### src/rtl/gs_round_sched_pkg.sv
// Shared definitions for the ROLLO-II elimination round scheduler.
// Latency: n/a (types, constants and a width helper only).
// Backpressure: n/a.
package gs_round_sched_pkg;

  // Scheduler FSM encodings (3-bit codes shared with legacy tooling).
  localparam logic [2:0] ST_IDLE = 3'd0;
  localparam logic [2:0] ST_LOAD = 3'd1;
  localparam logic [2:0] ST_KICK = 3'd2;
  localparam logic [2:0] ST_WAIT = 3'd3;
  localparam logic [2:0] ST_FIN  = 3'd4;

  typedef logic [2:0] sched_state_t;

  // Address-width helper; never returns less than 1 so degenerate sizes still elaborate.
  function automatic int gs_clog2(input int n);
    int r;
    r = 0;
    while ((1 << r) < n) r++;
    return (r < 1) ? 1 : r;
  endfunction

endpackage

### src/rtl/gs_round_sched_if.sv
// Bundle of the scheduler's control, loader, elimination and memory port-b signals.
// Latency: n/a (wiring only).
// Backpressure: loader uses valid/ready; err exists only with GS_SCHED_WATCHDOG_EN.
interface gs_round_sched_if
  import gs_round_sched_pkg::*;
#(
  parameter int L  = 4,
  parameter int AW = 3
);
`ifdef GS_SCHED_WATCHDOG_EN
  logic          err;
`endif
  logic          start;
  logic          busy;
  logic          done;
  logic          ld_valid;
  logic          ld_ready;
  logic [L-1:0]  ld_data;
  logic          el_start;
  logic          el_mat_sel;
  logic          el_is_last;
  logic          el_done;
  logic [AW-1:0] el_addrb;
  logic [L-1:0]  el_doutb;
  logic          el_rwb;
  logic [AW-1:0] mem_addrb;
  logic [L-1:0]  mem_doutb;
  logic          mem_rwb;

  // Scheduler side.
  modport slave (
`ifdef GS_SCHED_WATCHDOG_EN
    output err,
`endif
    input  start, ld_valid, ld_data, el_done, el_addrb, el_doutb, el_rwb,
    output busy, done, ld_ready, el_start, el_mat_sel, el_is_last,
    output mem_addrb, mem_doutb, mem_rwb
  );

  // Environment side (decrypt FSM, loader, elimination controller, memory).
  modport master (
`ifdef GS_SCHED_WATCHDOG_EN
    input  err,
`endif
    output start, ld_valid, ld_data, el_done, el_addrb, el_doutb, el_rwb,
    input  busy, done, ld_ready, el_start, el_mat_sel, el_is_last,
    input  mem_addrb, mem_doutb, mem_rwb
  );

endinterface

### src/rtl/gs_round_sched_portb_mux.sv
// Port-b selector: elimination controller when granted, else the registered loader write.
// Latency: purely combinational.
// Backpressure: none; idle port-b drives all zeros.
module gs_portb_mux
  import gs_round_sched_pkg::*;
#(
  parameter int L  = 4,
  parameter int AW = 3
) (
  input  logic          grant,
  input  logic          wr_vld,
  input  logic [AW-1:0] wr_addr,
  input  logic [L-1:0]  wr_dat,
  input  logic [AW-1:0] el_addr,
  input  logic [L-1:0]  el_dat,
  input  logic          el_rw,
  output logic [AW-1:0] mem_addr,
  output logic [L-1:0]  mem_dat,
  output logic          mem_rw
);

  // Grant wins; loader path only shows through while its write strobe is up.
  always_comb begin
    mem_addr = '0;
    mem_dat  = '0;
    mem_rw   = 1'b0;
    if (grant) begin
      mem_addr = el_addr;
      mem_dat  = el_dat;
      mem_rw   = el_rw;
    end else if (wr_vld) begin
      mem_addr = wr_addr;
      mem_dat  = wr_dat;
      mem_rw   = 1'b1;
    end
  end

endmodule

### src/rtl/gs_round_sched.sv
// Round scheduler: loads rows, kicks ROUNDS elimination passes, owns port-b (watchdog: GS_SCHED_WATCHDOG_EN).
// Latency: loader row hits memory one cycle after handshake; done two cycles after the final el_done.
// Backpressure: ld_ready only in LOAD; WAIT blocks on el_done (or watchdog timeout when enabled).
module gs_round_sched
  import gs_round_sched_pkg::*;
#(
  parameter int K      = 6,
  parameter int K1     = 5,
  parameter int L      = 4,
  parameter int KEEP   = 2,
  parameter int ROUNDS = 3
`ifdef GS_SCHED_WATCHDOG_EN
  ,
  parameter int MAXCYC = 1024
`endif
) (
  input logic               clk,
  input logic               rst,
  gs_round_sched_if.slave   bus
);

  localparam int AW = gs_clog2(K);
  localparam int RW = gs_clog2(ROUNDS + 1);

  sched_state_t  state;
  logic [RW-1:0] round;
  logic [AW-1:0] waddr;
  logic [AW-1:0] wend;
  logic          mat_sel;
  logic          is_last;
  logic          done_q;
  logic          hs;
  logic          last_round;

  logic          wr_vld;
  logic [AW-1:0] wr_addr;
  logic [L-1:0]  wr_dat;

`ifdef GS_SCHED_WATCHDOG_EN
  localparam int WW = gs_clog2(MAXCYC + 1);
  logic [WW-1:0] wdcnt;
  logic          err_q;
  assign bus.err = err_q;
`endif

  assign hs           = bus.ld_valid && (state == ST_LOAD);
  assign last_round   = (round == RW'(ROUNDS - 1));
  assign bus.ld_ready = (state == ST_LOAD);
  assign bus.busy     = (state != ST_IDLE);
  assign bus.el_start = (state == ST_KICK);
  assign bus.el_mat_sel = mat_sel;
  assign bus.el_is_last = is_last;
  assign bus.done     = done_q;

  // Schedule FSM: round/address bookkeeping and pass configuration.
  always_ff @(posedge clk) begin
    if (rst) begin
      state   <= ST_IDLE;
      round   <= '0;
      waddr   <= '0;
      wend    <= '0;
      mat_sel <= 1'b0;
      is_last <= 1'b0;
      done_q  <= 1'b0;
`ifdef GS_SCHED_WATCHDOG_EN
      wdcnt   <= '0;
      err_q   <= 1'b0;
`endif
    end else begin
      done_q <= 1'b0;
      case (state)
        ST_IDLE: begin
          if (bus.start) begin
            state <= ST_LOAD;
            round <= '0;
            waddr <= '0;
            wend  <= AW'(K - 1);
`ifdef GS_SCHED_WATCHDOG_EN
            err_q <= 1'b0;
`endif
          end
        end
        ST_LOAD: begin
          if (hs) begin
            waddr <= waddr + AW'(1);
            if (waddr == wend) begin
              state   <= ST_KICK;
              mat_sel <= (round != '0);
              is_last <= last_round;
            end
          end
        end
        ST_KICK: begin
          state <= ST_WAIT;
`ifdef GS_SCHED_WATCHDOG_EN
          wdcnt <= '0;
`endif
        end
        ST_WAIT: begin
          if (bus.el_done) begin
            if (last_round) begin
              state <= ST_FIN;
            end else begin
              round <= round + RW'(1);
              waddr <= AW'(KEEP);
              wend  <= AW'(K1 - 1);
              state <= ST_LOAD;
            end
          end
`ifdef GS_SCHED_WATCHDOG_EN
          else if (wdcnt == WW'(MAXCYC - 1)) begin
            // Pass hung: abandon the schedule without a done pulse.
            state   <= ST_IDLE;
            err_q   <= 1'b1;
            mat_sel <= 1'b0;
            is_last <= 1'b0;
          end else begin
            wdcnt <= wdcnt + WW'(1);
          end
`endif
        end
        ST_FIN: begin
          state   <= ST_IDLE;
          done_q  <= 1'b1;
          mat_sel <= 1'b0;
          is_last <= 1'b0;
        end
        default: state <= ST_IDLE;
      endcase
    end
  end

  // Loader write stage: one registered beat per accepted row.
  always_ff @(posedge clk) begin
    if (rst) begin
      wr_vld  <= 1'b0;
      wr_addr <= '0;
      wr_dat  <= '0;
    end else begin
      wr_vld <= hs;
      if (hs) begin
        wr_addr <= waddr;
        wr_dat  <= bus.ld_data;
      end
    end
  end

  gs_portb_mux #(
    .L  (L),
    .AW (AW)
  ) u_portb_mux (
    .grant    (state == ST_WAIT),
    .wr_vld   (wr_vld),
    .wr_addr  (wr_addr),
    .wr_dat   (wr_dat),
    .el_addr  (bus.el_addrb),
    .el_dat   (bus.el_doutb),
    .el_rw    (bus.el_rwb),
    .mem_addr (bus.mem_addrb),
    .mem_dat  (bus.mem_doutb),
    .mem_rw   (bus.mem_rwb)
  );

endmodule

### src/flat_wrapper.sv
// flat-port wrapper written by rule: the top's interface ports become plain ports
module gs_round_sched_flat import gs_round_sched_pkg::*;
#(
  parameter int K      = 6,
  parameter int K1     = 5,
  parameter int L      = 4,
  parameter int KEEP   = 2,
  parameter int ROUNDS = 3

)
  (clk, rst, bus_start, bus_ld_valid, bus_ld_data, bus_el_done, bus_el_addrb, bus_el_doutb, bus_el_rwb, bus_busy, bus_done, bus_ld_ready, bus_el_start, bus_el_mat_sel, bus_el_is_last, bus_mem_addrb, bus_mem_doutb, bus_mem_rwb);
  gs_round_sched_if #(.L(L), .AW((gs_clog2(K)))) bus_i ();
  input logic clk;
  input logic rst;
  input wire logic [$bits(bus_i.start)-1:0] bus_start;
  input wire logic [$bits(bus_i.ld_valid)-1:0] bus_ld_valid;
  input wire logic [$bits(bus_i.ld_data)-1:0] bus_ld_data;
  input wire logic [$bits(bus_i.el_done)-1:0] bus_el_done;
  input wire logic [$bits(bus_i.el_addrb)-1:0] bus_el_addrb;
  input wire logic [$bits(bus_i.el_doutb)-1:0] bus_el_doutb;
  input wire logic [$bits(bus_i.el_rwb)-1:0] bus_el_rwb;
  output wire logic [$bits(bus_i.busy)-1:0] bus_busy;
  output wire logic [$bits(bus_i.done)-1:0] bus_done;
  output wire logic [$bits(bus_i.ld_ready)-1:0] bus_ld_ready;
  output wire logic [$bits(bus_i.el_start)-1:0] bus_el_start;
  output wire logic [$bits(bus_i.el_mat_sel)-1:0] bus_el_mat_sel;
  output wire logic [$bits(bus_i.el_is_last)-1:0] bus_el_is_last;
  output wire logic [$bits(bus_i.mem_addrb)-1:0] bus_mem_addrb;
  output wire logic [$bits(bus_i.mem_doutb)-1:0] bus_mem_doutb;
  output wire logic [$bits(bus_i.mem_rwb)-1:0] bus_mem_rwb;
  assign bus_i.start = bus_start;
  assign bus_i.ld_valid = bus_ld_valid;
  assign bus_i.ld_data = bus_ld_data;
  assign bus_i.el_done = bus_el_done;
  assign bus_i.el_addrb = bus_el_addrb;
  assign bus_i.el_doutb = bus_el_doutb;
  assign bus_i.el_rwb = bus_el_rwb;
  assign bus_busy = bus_i.busy;
  assign bus_done = bus_i.done;
  assign bus_ld_ready = bus_i.ld_ready;
  assign bus_el_start = bus_i.el_start;
  assign bus_el_mat_sel = bus_i.el_mat_sel;
  assign bus_el_is_last = bus_i.el_is_last;
  assign bus_mem_addrb = bus_i.mem_addrb;
  assign bus_mem_doutb = bus_i.mem_doutb;
  assign bus_mem_rwb = bus_i.mem_rwb;
  gs_round_sched #(.K(K), .K1(K1), .L(L), .KEEP(KEEP), .ROUNDS(ROUNDS)) u_core (.clk(clk), .rst(rst), .bus(bus_i));
endmodule
### config.mk
export PLATFORM = sky130hd
export DESIGN_NAME = gs_round_sched_flat
export DESIGN_NICKNAME = d
export VERILOG_FILES = /design/src/rtl/gs_round_sched_pkg.sv /design/src/rtl/gs_round_sched_if.sv /design/src/rtl/gs_round_sched_portb_mux.sv /design/src/rtl/gs_round_sched.sv /design/src/flat_wrapper.sv
export SDC_FILE = /design/constraint.sdc
export NUM_CORES = 1
export LEC_CHECK = 0
export ABC_AREA = 1
export CORE_ASPECT_RATIO = 1.2
export CORE_UTILIZATION = 47
export DETAILED_ROUTE_END_ITERATION = 8
export PLACE_DENSITY_LB_ADDON = 0.3
export SETUP_SLACK_MARGIN = 0.15
export SLEW_MARGIN = 20
export SYNTH_ARGS = -nofsm -noshare
export SYNTH_HDL_FRONTEND = slang
export SYNTH_SLANG_ARGS = --single-unit
### constraint.sdc
create_clock -name clk -period 1.6 [get_ports clk]
set_input_delay 0.32 -clock clk [delete_from_list [all_inputs] [get_ports clk]]
set_output_delay 0.32 -clock clk [all_outputs]
set_load 0.005 [all_outputs]
# [After elaboration in Yosys (flattened, before gate mapping)]
# Index checks and enable logic that the tools add are counted.
[totals] inputBits=17 out_inout_bits=14 register_bits=22 word_cells=66
[classes] muxes=32 n_addsub=2 n_reduce_logical=11 eq_ne=11
[ops] op="3-bit 2-to-1 mux" count=14
[ops] op="3-bit one-hot mux with 4 select lines" count=1
[ops] op="3-bit one-hot mux with 3 select lines" count=1
[ops] op="4-bit 2-to-1 mux" count=2
[ops] op="4-bit AND reduction" count=2
[ops] op="1-bit 2-to-1 mux" count=7
[ops] op="3-bit by 2-bit == test with 1-bit output, second input constant" count=2
[ops] op="2-bit 2-to-1 mux" count=3
[ops] op="2-bit != test, second input constant" count=3
[ops] op="3-bit one-hot mux with 2 select lines" count=1
[ops] op="2-bit nonzero test" count=3
[ops] op="3-bit nonzero test" count=2
[ops] op="5-bit AND reduction" count=1
[ops] op="2-bit by 1-bit != test with 1-bit output, second input constant" count=2
[ops] op="1-bit one-hot mux with 2 select lines" count=2
[ops] op="2-bit one-hot mux with 2 select lines" count=1
[ops] op="3-bit by 1-bit adder with 3-bit output, second input constant" count=1
[ops] op="3-bit by 1-bit == test with 1-bit output, second input constant" count=1
[ops] op="3-bit == test" count=1
[ops] op="3-bit == test, second input constant" count=1
[ops] op="3-bit logical NOT" count=1
[ops] op="3-bit AND reduction" count=1
[ops] op="2-bit by 1-bit adder with 2-bit output, second input constant" count=1
[ops] op="2-bit == test, second input constant" count=1
[ops] op="1-bit logical AND" count=1

# [Depth between registers and ports, before layout]
[logic_depth] depth_word=4 mapped_depth=10 mapped_depth_nobuf=10

# [By module]
# A second synthesis with hierarchy kept.
[hier_totals] cells_unflattened=173 hier_area_um2=1169.9
[modules_own_cells] module="gs_round_sched" cells_per_inst=146 instances=1 area_per_inst_um2=1051.0 seq_area_each_um2=420.4
[modules_own_cells] module="gs_portb_mux" cells_per_inst=27 instances=1 area_per_inst_um2=118.9 seq_area_each_um2=0.0

# [Worst setup path after synthesis]
# OpenSTA, ideal clock, no wires.
[synth_path] path_kind="reg-to-reg" startpoint="reg u_core.round[0]" endpoint="reg u_core.waddr[0]" path_stages_with_launch=9 t_required_ps=1469 synth_period_minus_slack_ps=1246 arrival_ps=1115 setup_slack_ps=354 path_cell_list="dfxtp_1 inv_1 ha_1 nand2_1 clkinv_1 nor2_4 nand2_2 nand2_1 a21oi_2"
[synth_via] elab_chain_cells=3
[synth_lines] item="start: declaration" line="gs_round_sched.sv:26" text="logic [RW-1:0] round;"
[synth_lines] item="start signal: assignment" line="gs_round_sched.sv:104" text="round <= round + RW'(1);"
[synth_lines] item="2-bit == test" line="gs_round_sched.sv:47" text="assign last_round = (round == RW'(ROUNDS - 1));"
[synth_lines] item="2-bit != test (no source line)"
[synth_lines] item="5-bit AND reduction (no source line)"
[synth_lines] item="end signal: assignment" line="gs_round_sched.sv:85" text="waddr <= waddr + AW'(1);"
[synth_lines] item="end signal: assignment" line="gs_round_sched.sv:105" text="waddr <= AW'(KEEP);"
[synth_lines] item="end: declaration" line="gs_round_sched.sv:27" text="logic [AW-1:0] waddr;"
# Every way passes these cells.
# A chain may end at the register's enable or synchronous reset.

# [Worst setup path after layout]
[layout_path] startpoint="reg u_core.state[1]" endpoint="reg u_core.waddr[2]"
[layout_via] elab_chain_cells=4 elab_cells_between_ends=11
[layout_lines] item="start: declaration" line="gs_round_sched.sv:25" text="sched_state_t state;"
[layout_lines] item="start signal: assignment" line="gs_round_sched.sv:58" text="state <= ST_IDLE;"
[layout_lines] item="start signal: assignment" line="gs_round_sched.sv:74" text="state <= ST_LOAD;"
[layout_lines] item="start signal: assignment" line="gs_round_sched.sv:87" text="state <= ST_KICK;"
[layout_lines] item="3-bit by 1-bit == test with 1-bit output" line="gs_round_sched.sv:46, gs_round_sched.sv:71"
[layout_lines] item="1-bit logical AND" line="gs_round_sched.sv:46" text="assign hs = bus.ld_valid && (state == ST_LOAD);"
[layout_lines] item="2-bit by 1-bit != test with 1-bit output (no source line)"
[layout_lines] item="5-bit AND reduction (no source line)"
# Several ways; a longest one is shown, not always the timed one.

==> reports/qor.csv <==
stage;metric;value;unit
status;status;finished, violations left;
status;violations;negative setup slack;
power_and_ir_drop;power;0.00178;W
routing;drtIter0Drc;69;
critical_path;reg2reg_depth;13;
critical_path;cp-start-kind;flip-flop;
floorplanning;row_count;19;
yosys;synth-simple-area-share;0.377;
yosys;netlist-cell-type-count;23;
timing;worstMarginPinSlew;532;ps
layout;num-nets-final;263;
clocking;numCtsBuffers;3;
routing;drtAntennaViolNets;0;
yosys;synth.avg_cell_area;6.62;µm²
yosys;synth_seq_cells;21;
timing;timing.final.max_slew_violations;0;
clocking;clk_path_buf_depth;2;
floorplanning;die_x;47.2;µm
layout;n_antenna_cell;0;
critical_path;crit_type;flip-flop to flip-flop;
power_and_ir_drop;power_leakage;1.04;nW
clocking;htree_levels;1;
global_route;globalRouteOverflowTotal;0;
clocking;cts_root_buf;clkbuf_4;
clocking;numClockSinks;21;
floorplanning;io_pins;31;
routing;vias;1478;
floorplanning;fp.dieH;56.2;µm
yosys;synth_xor_area_frac;0;
yosys;seq_area_frac_synth;0.365;
timing;slew_headroom;0.645;
global_route;antenna_found_initial;0;
critical_path;crit_arrival;2000;ps
min_path;min_path_type;flip-flop to flip-flop;
yosys;synthCells;174;
routing;post_drt_wl_per_cell;18.6;µm
floorplanning;initial_core_util;0.499;
routing;drc;0;
critical_path;cp_max_fo;7;
yosys;synth_top_area_cell;dfxtp_1;
power_and_ir_drop;p_per_area;844;nW/µm²
timing;period_minus_slack;1750;ps
yosys;synthMuxAreaShare;0;
timing;rsz0062_at_grt;true;
placement;io_buffer_count;30;
timing;period_share;1.09;
min_path;hold_path_depth;2;
routing;vias_per_cell;5.41;
timing;layout_setup_ws;-151;ps
routing;drtPass1Iterations;4;
routing;drt_wl_total;5.08;mm
yosys;synth_compound_area_frac;0.108;
layout;drive_gt1_frac;0.537;
timing;finalHoldViolCount;0;
yosys;syn_nets;194;
clocking;insertion_delay;320;ps
placement;dp_hpwl;2.13;mm
yosys;synth_top_family_by_area;simple AND/OR/NAND/NOR gates;
layout;multiInputGateArea;848;µm²
yosys;synth_top_area_share;0.365;
critical_path;crit_required;1850;ps
timing;finClkSkew;1.11;ps
run;drv_cap;0;
layout;seqCellArea;432;µm²
global_route;grt_max_degree;13;
clocking;cts_tree;done;
placement;placedCellCount;245;
yosys;syn_area;1150;µm²
placement;dp_slack;-134;ps
placement;place_congestion;0.825;
yosys;synthAdderAreaFrac;0.0326;
global_route;grt_pass1_vias;1449;
floorplanning;coreArea;2310;µm²
clocking;clk_pin_slew_worst_paths;120;ps
layout;area_delta_synth_final;83.3;%
power_and_ir_drop;peakVddDrop;0.766;mV
timing;setup_violations;27;
global_route;grt_usage;0.340;
yosys;yosys_warnings;0;
floorplanning;die_area;2650;µm²
layout;utilization;0.915;
timing;clock.fmax;571;MHz
critical_path;cp-end-kind;flip-flop;
layout;fill_cells;90;
yosys;synthTopCellsByArea;dfxtp_1 37%, nand2_1 15%, inv_1 7.2%;
global_route;grt_pass1_wl;6.41;mm
layout;stdcell_count;273;
==> Yosys cell counts <==
cell type	number
nand2_1	46
inv_1	22
dfxtp_1	21
nor2_1	20
nand3_1	14
nand2_2	8
a21oi_1	7
o21ai_0	6
inv_2	4
a21oi_2	3
buf_2	3
ha_1	3
clkbuf_1	2
nor2_2	2
nor2_4	2
nor3_1	2
o21ai_1	2
o21bai_1	2
buf_6	1
clkinv_1	1
nand2_4	1
nand3_2	1
o211ai_1	1
==> path summary, 6_finish.rpt <==
kind	from	endpoint	slack, ps
worst max-delay path	u_core.state[1]$_SDFFE_PP0P_	u_core.waddr[2]$_SDFFE_PP0P_	-150
worst max register to register	u_core.state[1]$_SDFFE_PP0P_	u_core.waddr[2]$_SDFFE_PP0P_	-150
worst min-delay path	u_core.wr_dat[1]$_SDFFE_PP0P_	u_core.wr_dat[1]$_SDFFE_PP0P_	510
worst min register to register	u_core.wr_dat[1]$_SDFFE_PP0P_	u_core.wr_dat[1]$_SDFFE_PP0P_	510
==> cells by family after synthesis <==
family          count (synthesis)
flops                          21
compound gates                 21
buf+inv                        33
simple gates                   96
fa+ha+maj                       3
==> what timing repair did <==
item	in CTS	in global routing
resized for setup	117	39
gates cloned	1	1
pin swaps	23	20
hold buffers	0	0
endpoints found under the setup margin	21	30
buffers inserted	15	7
==> sequential cells by signal, indices dropped and copies added, names as in the netlist, 2 cells and up <==
signal and count:
u_core.wr_addr 3, u_core.state 3, u_core.waddr 3, u_core.wend 2, u_core.wr_dat 4, u_core.round 2
==> routing by layer <==
metal	vias up	wire length (µm)	GRT usage
met1	673	1720	0.333
met5	-	0	0
met2	95	2640	0.629
met4	0	383	0.188
met3	37	336	0.0455
li1	673	-	-
==> critical path: stages, from the launching register on <==
cell and delay [ps]:
dfxtp_2 390, buf_6 120, buf_4 120, buf_6 100, inv_2 40, nand2_2 90
inv_2 50, buf_4 130, buf_6 120, nand2_8 100, nand2_4 70, nand2_2 100
nand2_1 80, a21oi_1 180
==> cell usage in the layout (no fill, tap or decap), drive strengths merged <==
cell,instances
clkinv,2
a21oi,10
buf,50
clkbuf,3
ha,3
o21bai,2
nand3,15
dlygate4sd2,3
inv,27
o211ai,1
nor3,2
dfxtp,21
o21ai,8
nand2,55
nor2,24
clkdlybuf4s50,16
==> layout make-up <==
cell class,instances,share of cell area
Multi-Input combinational cell,120,0.402
Timing Repair Buffer,69,0.299
Sequential cell,21,0.205
Inverter,27,0.0575
Tap cell,31,0.0184
Clock buffer,3,0.0107
Timing Repair inverter,1,0.00534
Clock inverter,1,0.00237
==> through the flow <==
step	hold slack [ps]	area, µm²	setup TNS (ps)
final	515	2110	-1450
after global routing	531	2110	-2730
after CTS	499	1900	-149
after detailed placement	476	1580	-1090
after global placement	467	1580	-796
after floorplan	450	1150	0
==> where the power goes <==
group / switching, W / internal, W / leakage [nW] / total (W)
clock network: 0.000178 / 0.0000938 / 0.0177 / 0.000271
registers: 0.0000558 / 0.000583 / 0.174 / 0.000638
logic: 0.000463 / 0.000408 / 0.845 / 0.000871
total: 0.000697 / 0.00108 / 1.04 / 0.00178
(Power assumes the default switching activity.)
